===== config.mk =====
export PLATFORM = sky130hd
export DESIGN_NAME = uart_rx_fifo
export DESIGN_NICKNAME = d
export VERILOG_FILES = /design/src/rtl/uart_rx_fifo.sv
export SDC_FILE = /design/constraint.sdc
export NUM_CORES = 1
export LEC_CHECK = 0
export CORE_ASPECT_RATIO = 0.7
export CORE_MARGIN = 3
export CORE_UTILIZATION = 55
export DETAILED_ROUTE_END_ITERATION = 6
export PLACE_DENSITY = 0.79
export SETUP_SLACK_MARGIN = 0.3
export SYNTH_ARGS = -nofsm -noshare
export SYNTH_HDL_FRONTEND = slang
export SYNTH_SLANG_ARGS = --single-unit

===== constraint.sdc =====
create_clock -name clk_i -period 4.19 [get_ports clk_i]
set_input_delay 0.838 -clock clk_i [delete_from_list [all_inputs] [get_ports clk_i]]
set_output_delay 0.838 -clock clk_i [all_outputs]
set_load 0.02 [all_outputs]

===== src/rtl/uart_rx_fifo.sv =====
// ---------------------------------------------------------------------------
// uart_rx_fifo
//  Receive-side byte buffer between the uart receiver and the core data bus.
//  Every received byte is captured into a 2**DEPTH_LOG2 entry FIFO. Software
//  drains it through a small register window, and a level interrupt is raised
//  when the fill level reaches a threshold or a byte was lost.
//
//  Register window (word offset = addr_i[3:2]):
//   0x0 DATA   R : head byte (0 when empty); a read access pops one entry
//   0x4 STATUS R : {count, timeout, overrun, full, empty}; W: bit2/bit3 clear
//   0x8 CTRL   RW: bit0 irq_en, [15:8] thresh, [23:16] tmo, bit31 flush
//
//  Optional feature macro: UART_RX_TIMEOUT_IRQ_EN
//   When defined, an idle counter raises a sticky timeout flag once the FIFO
//   has held data for tmo*1024 clocks with no push or pop. When undefined,
//   the tmo field and the timeout flag read as 0 and no counter is built.
//
//  Ports:
//   clk_i       system clock
//   reset       asynchronous active-low reset
//   rx_valid_i  one-cycle strobe, rx_byte_i holds a new byte
//   rx_byte_i   received byte
//   csb_i       chip select, active-low
//   wen_i       0 = write, 1 = read
//   addr_i      byte offset within the block
//   data_i      write data
//   wmask_i     byte write enables for data_i
//   data_o      read data, combinational from addr_i and state
//   irq_o       registered level interrupt
// ---------------------------------------------------------------------------
module uart_rx_fifo #(
   parameter int DEPTH_LOG2 = 4
) (
   input  logic        clk_i,
   input  logic        reset,
   input  logic        rx_valid_i,
   input  logic [7:0]  rx_byte_i,
   input  logic        csb_i,
   input  logic        wen_i,
   input  logic [3:0]  addr_i,
   input  logic [31:0] data_i,
   input  logic [3:0]  wmask_i,
   output logic [31:0] data_o,
   output logic        irq_o
);
   localparam int DEPTH = 1 << DEPTH_LOG2;
   localparam logic [DEPTH_LOG2-1:0] PTR_ONE = 1;
   localparam logic [DEPTH_LOG2:0]   CNT_ONE = 1;
   localparam logic [DEPTH_LOG2:0]   CNT_FULL = DEPTH;

   logic [7:0]            r_mem [DEPTH];
   logic [DEPTH_LOG2-1:0] r_wr_ptr;
   logic [DEPTH_LOG2-1:0] r_rd_ptr;
   logic [DEPTH_LOG2:0]   r_count;
   logic                  r_overrun;
   logic                  r_irq_en;
   logic [7:0]            r_thresh;
   logic                  r_acc_q;
   logic                  r_irq;

   logic                  w_access;
   logic                  w_fire;
   logic                  w_empty;
   logic                  w_full;
   logic                  w_pop;
   logic                  w_push;
   logic                  w_wr_stat;
   logic                  w_wr_ctrl;
   logic                  w_flush;
   logic                  w_clr_ovr;
   logic                  w_overrun_next;
   logic [DEPTH_LOG2:0]   w_count_next;
   logic [7:0]            w_thresh_eff;
   logic [15:0]           w_count16;
   logic [7:0]            w_tmo_rd;
   logic                  w_timeout_bit;
   logic                  w_timeout_next;
   logic                  w_unused;

   assign w_access  = !csb_i;
   // Only the first cycle of an access acts, so a stalled bus pops once.
   assign w_fire    = w_access & !r_acc_q;
   assign w_empty   = (r_count == '0);
   assign w_full    = (r_count == CNT_FULL);
   assign w_pop     = w_fire & wen_i & (addr_i[3:2] == 2'd0) & !w_empty;
   assign w_wr_stat = w_fire & !wen_i & (addr_i[3:2] == 2'd1);
   assign w_wr_ctrl = w_fire & !wen_i & (addr_i[3:2] == 2'd2);
   assign w_flush   = w_wr_ctrl & wmask_i[3] & data_i[31];
   assign w_clr_ovr = w_wr_stat & wmask_i[0] & data_i[2];
   // A pop on a full FIFO frees the slot the same edge, so the push is taken.
   assign w_push    = rx_valid_i & (!w_full | w_pop) & !w_flush;

   always_comb begin
      w_overrun_next = r_overrun;
      if (w_flush)
         w_overrun_next = 1'b0;
      else if (rx_valid_i && w_full && !w_pop)
         w_overrun_next = 1'b1;
      else if (w_clr_ovr)
         w_overrun_next = 1'b0;
   end

   always_comb begin
      w_count_next = r_count;
      if (w_flush)
         w_count_next = '0;
      else if (w_push && !w_pop)
         w_count_next = r_count + CNT_ONE;
      else if (w_pop && !w_push)
         w_count_next = r_count - CNT_ONE;
   end

   assign w_thresh_eff = (r_thresh == 8'd0) ? 8'd1 : r_thresh;
   assign w_count16    = 16'(r_count);

`ifdef UART_RX_TIMEOUT_IRQ_EN
   logic [7:0]  r_tmo;
   logic [17:0] r_idle;
   logic        r_timeout;
   logic        w_timeout_hit;
   logic        w_clr_tmo;

   assign w_timeout_hit  = (r_tmo != 8'd0) && !w_empty && (r_idle == {r_tmo, 10'b0});
   assign w_clr_tmo      = w_wr_stat & wmask_i[0] & data_i[3];
   assign w_timeout_next = w_timeout_hit | (r_timeout & !w_clr_tmo);
   assign w_tmo_rd       = r_tmo;
   assign w_timeout_bit  = r_timeout;

   always_ff @(posedge clk_i or negedge reset) begin
      if (!reset) begin
         r_tmo     <= '0;
         r_idle    <= '0;
         r_timeout <= 1'b0;
      end else begin
         r_timeout <= w_timeout_next;
         if (w_wr_ctrl && wmask_i[2])
            r_tmo <= data_i[23:16];
         // Saturating idle counter, restarted by any FIFO activity.
         if (w_push || w_pop || w_flush || w_empty)
            r_idle <= '0;
         else if (r_idle != 18'h3FFFF)
            r_idle <= r_idle + 18'd1;
      end
   end
`else
   assign w_tmo_rd       = 8'd0;
   assign w_timeout_bit  = 1'b0;
   assign w_timeout_next = 1'b0;
`endif

   always_ff @(posedge clk_i) begin
      if (w_push)
         r_mem[r_wr_ptr] <= rx_byte_i;
   end

   always_ff @(posedge clk_i or negedge reset) begin
      if (!reset) begin
         r_wr_ptr  <= '0;
         r_rd_ptr  <= '0;
         r_count   <= '0;
         r_overrun <= 1'b0;
         r_irq_en  <= 1'b0;
         r_thresh  <= 8'd1;
         r_acc_q   <= 1'b0;
         r_irq     <= 1'b0;
      end else begin
         r_acc_q   <= w_access;
         r_count   <= w_count_next;
         r_overrun <= w_overrun_next;
         r_irq     <= r_irq_en & ((16'(w_count_next) >= 16'(w_thresh_eff))
                                  | w_overrun_next | w_timeout_next);
         if (w_flush) begin
            r_wr_ptr <= '0;
            r_rd_ptr <= '0;
         end else begin
            if (w_push)
               r_wr_ptr <= r_wr_ptr + PTR_ONE;
            if (w_pop)
               r_rd_ptr <= r_rd_ptr + PTR_ONE;
         end
         if (w_wr_ctrl && wmask_i[0])
            r_irq_en <= data_i[0];
         if (w_wr_ctrl && wmask_i[1])
            r_thresh <= data_i[15:8];
      end
   end

   always_comb begin
      data_o = '0;
      case (addr_i[3:2])
         2'd0: if (!w_empty) data_o = {24'b0, r_mem[r_rd_ptr]};
         2'd1: data_o = {16'b0, w_count16[7:0], 4'b0, w_timeout_bit,
                         r_overrun, w_full, w_empty};
         2'd2: data_o = {8'b0, w_tmo_rd, r_thresh, 7'b0, r_irq_en};
         default: data_o = '0;
      endcase
   end

   assign irq_o = r_irq;

   // Bits of the bus that no register decodes.
   assign w_unused = ^{addr_i[1:0], data_i, wmask_i};
endmodule

==> results by group, run 1 <==
Status
  – Status: finished clean

Clocking
  – Reg clk slew, reported paths: 60 ps
  – H-tree level count: 4
  – Clk sinks: 153
  – CTS tree: built
  – Cts hold-fix bufs: 0
  – Root Buffer: clkbuf_16
  – TritonCTS Buffers: 17
  – Worst-Skew Late Latency: 410 ps
  – Clock buffer depth: 2

Yosys
  – Count of different cell masters after synthesis: 51
  – Mapped cell area: 0.00668 mm2
  – Flops & latches, synth: 153
  – Register area share after synthesis: 67.0%
  – Post-synth EDFFs: 128
  – Async SR Flop Fraction: 16.3%
  – Mapped Cells: 382
  – Syn avg cell area: 17.5 um2
  – Most used DFF post-synth: edfxtp_1
  – Synth Warn #: 0

Layout
  – Layout area overhead: 19.4%
  – Antenna cells: 0
  – Layout net count: 511
  – Fillers: 736
  – Final non-filler cell total: 611
  – Fin util: 69.9%
  – Fraction of layout cells with a size suffix above 1: 23.6%

Worst setup path
  – CP peak stage delay: 640 ps
  – CP dominant cell by count: clkdlybuf4s50_1
  – CP max stage cell: clkdlybuf4s50_1
  – Critical-path maximum fanout: 8
  – Buf/Inv on CP: 2
  – Critical path required time: 3350 ps
  – Reg2reg setup slack: 690 ps
  – Element type at the critical path start: input port
  – Critical path's top delay family: buffers and inverters
  – Crit path cell chain: clkdlybuf4s50_1, nor2b_1, a22oi_1, o21ai_1, clkdlybuf4s50_1
  – CP Class: in2out
  – Setup crit end kind: output port
  – Crit path DAT: 2870 ps

STA
  – Hold Fails Final Rpt: 0
  – Period utilisation layout: 88.6%
  – Min cycle time layout: 3710 ps
  – RSZ-0062 raised after global routing: no
  – Worst hold slack: 540 ps
  – Fin. max-slew vios: 0
  – TNS Setup: 0 ps
  – Worst Tran Pin Value: 1160 ps
  – Slew headroom: 22.4%
  – Worst Skew: 8.64 ps
  – Max frequency: 269 MHz
  – Final setup viols: 0

Floorplanning
  – Initial Util: 58.5%
  – Die Width: 138 um
  – Core region area: 0.0114 mm2
  – Row count: 32
  – Die ar.: 0.0135 mm2
  – IO Count: 86
  – Die Ht: 98.2 um

Pwr
  – Pleak: 2.81 nW
  – Pwr Total: 0.00503 W
  – Worst vdd ir: 441 uV
  – Pwr/cell area: 630 mW/mm2

Detailed routing
  – Detailed-route wire length: 14400 um
  – Drt wl/cell: 23.6 um
  – First drt pass iteration count: 5
  – Via/cell ratio: 5.95
  – DRC: 0
  – Antenna-violating nets left: 0
  – Vias: 3637
  – Iter 0 DRT Violations: 392

Worst hold path
  – HP Class: reg2reg

Place
  – Routability Congestion: 0.777
  – Post-DP HPWL: 9110 um
  – Port bufs: 45
  – Placed cells: 576

Global route
  – Initial antenna violation count: 0
  – First-pass GRT wire length: 22200 um
  – Pin count of the biggest net entering global routing: 36
  – Global route total overflow: 0
  – Vias in the first global route: 3876
  – Tot GR Track Use: 23.0%

Job
  – MaxCap Viol Count: 0
[final cells by class]
type | instances | area [um2] | share of cell area (%)
sequential | 153 | 4470 | 56.1
multi-input combinational | 196 | 1990 | 25.0
timing repair buffer | 63 | 636 | 7.97
clock buffer | 23 | 520 | 6.53
tap | 153 | 191 | 2.40
clock inverter | 9 | 105 | 1.32
inverter | 14 | 52.6 | 0.659
[per-layer routing]
layer	global-route usage, %	vias to the layer above	wire [um]	share of wire (%)
li1	-	1585	-	-
met1	32.4	1908	6230	43
met2	35.8	128	7160	50
met3	6.28	16	851	5.9
met4	6.37	0	171	1.2
met5	0	-	0	0
[registers in the layout, indices dropped and copies added (netlist names)]
signal     cells
irq_o          1
r_acc_q        1
r_count        5
r_irq_en       1
r_mem        128
r_overrun      1
r_rd_ptr       4
r_thresh       8
r_wr_ptr       4
[Yosys cell counts (all sizes together), types with 2 or more instances]
| cell type | instances | area, um2 |
|---|---|---|
| xor2 | 2 | 17.5 |
| buf | 26 | 186 |
| edfxtp | 128 | 3840 |
| a22oi | 3 | 22.5 |
| xnor2 | 5 | 43.8 |
| nor4b | 2 | 17.5 |
| mux2i | 2 | 20.0 |
| nor2b | 7 | 43.8 |
| ha | 13 | 163 |
| o21ai | 4 | 20.0 |
| nand4 | 3 | 18.8 |
| nand3 | 7 | 35.0 |
| or3 | 2 | 12.5 |
| nor3b | 4 | 35.0 |
| dfrtp | 24 | 601 |
| a21oi | 5 | 28.8 |
| inv | 14 | 52.6 |
| mux2 | 9 | 101 |
| nand2 | 3 | 11.3 |
| nor3 | 7 | 40.0 |
| clkbuf | 8 | 30.0 |
| and3 | 3 | 23.8 |
| a21o | 2 | 15.0 |
| a22o | 6 | 52.6 |
| mux4 | 40 | 901 |
| and2 | 16 | 100 |
| maj3 | 2 | 21.3 |
| nor2 | 21 | 78.8 |
[cell usage in the layout, fill, tap and decap left out, types with 3 or more instances in the layout]
cell type,count
nor3_1,6
and2_1,16
inv_1,14
buf_12,4
nor2_1,21
buf_4,14
edfxtp_1,128
clkinv_2,3
dfrtp_1,23
a21oi_1,4
clkdlybuf4s50_1,45
nor3b_1,3
xnor2_1,5
a22o_1,6
mux2_2,9
nor2b_1,7
nand3_1,7
ha_1,13
clkbuf_8,3
o21ai_0,3
nand4_1,3
conb_1,16
clkbuf_16,19
a22oi_1,3
nand2_1,3
mux4_2,40
[final timing paths]
kind / startpoint / end / cells after the start
setup / recovery: addr_i[2] / data_o[0] / 5
hold / removal: r_thresh[6] / r_thresh[6] / 1
setup reg to reg: r_count[1] / irq_o / 12
hold reg to reg: r_thresh[6] / r_thresh[6] / 1
max in group asynchronous: reset / r_rd_ptr[0] / 1
min in group asynchronous: reset / r_thresh[7] / 1
[timing repair]
| action | 4_1_cts | 5_1_grt |
|---|---|---|
| endpoints found under the setup margin | 6 | 0 |
| resized for setup | 1 | 0 |
| buffers inserted | 3 | 0 |
[per-stage QoR]
| stage | instance area, um2 | setup slack [ps] |
|---|---|---|
| 6_report | 7970 | 477 |
| 5_1_grt | 7970 | 335 |
| 4_1_cts | 7970 | 441 |
| 3_5_place_dp | 7300 | 263 |
| 3_3_place_gp | 7300 | 344 |
| 2_1_floorplan | 6730 | 1070 |
[power by group]
part | switching (W) | total, W | internal [W] | leakage, nW
sequential | 0.000156 | 0.00202 | 0.00186 | 1.46
combinational | 0.000682 | 0.00142 | 0.000739 | 1.03
clock | 0.000587 | 0.00158 | 0.000997 | 0.314
[kinds of logic after synthesis]
kind of cell    share of synthesized area, %
compound gates                          2.81
xor+xnor                               0.918
fa+ha+maj                               2.75
buf+inv                                 4.03
flops                                   67.0
mux                                     15.3
other cells                           0.0562
simple gates                            7.16
No activity file was read; power rests on OpenSTA's default activity.
==> run 2: changes to the inputs <==
Settings changed: HOLD_SLACK_MARGIN set to 0.05.
==> results of run 2 <==
Same layout as run 1: the final DEF is identical, and so are final timing and power.
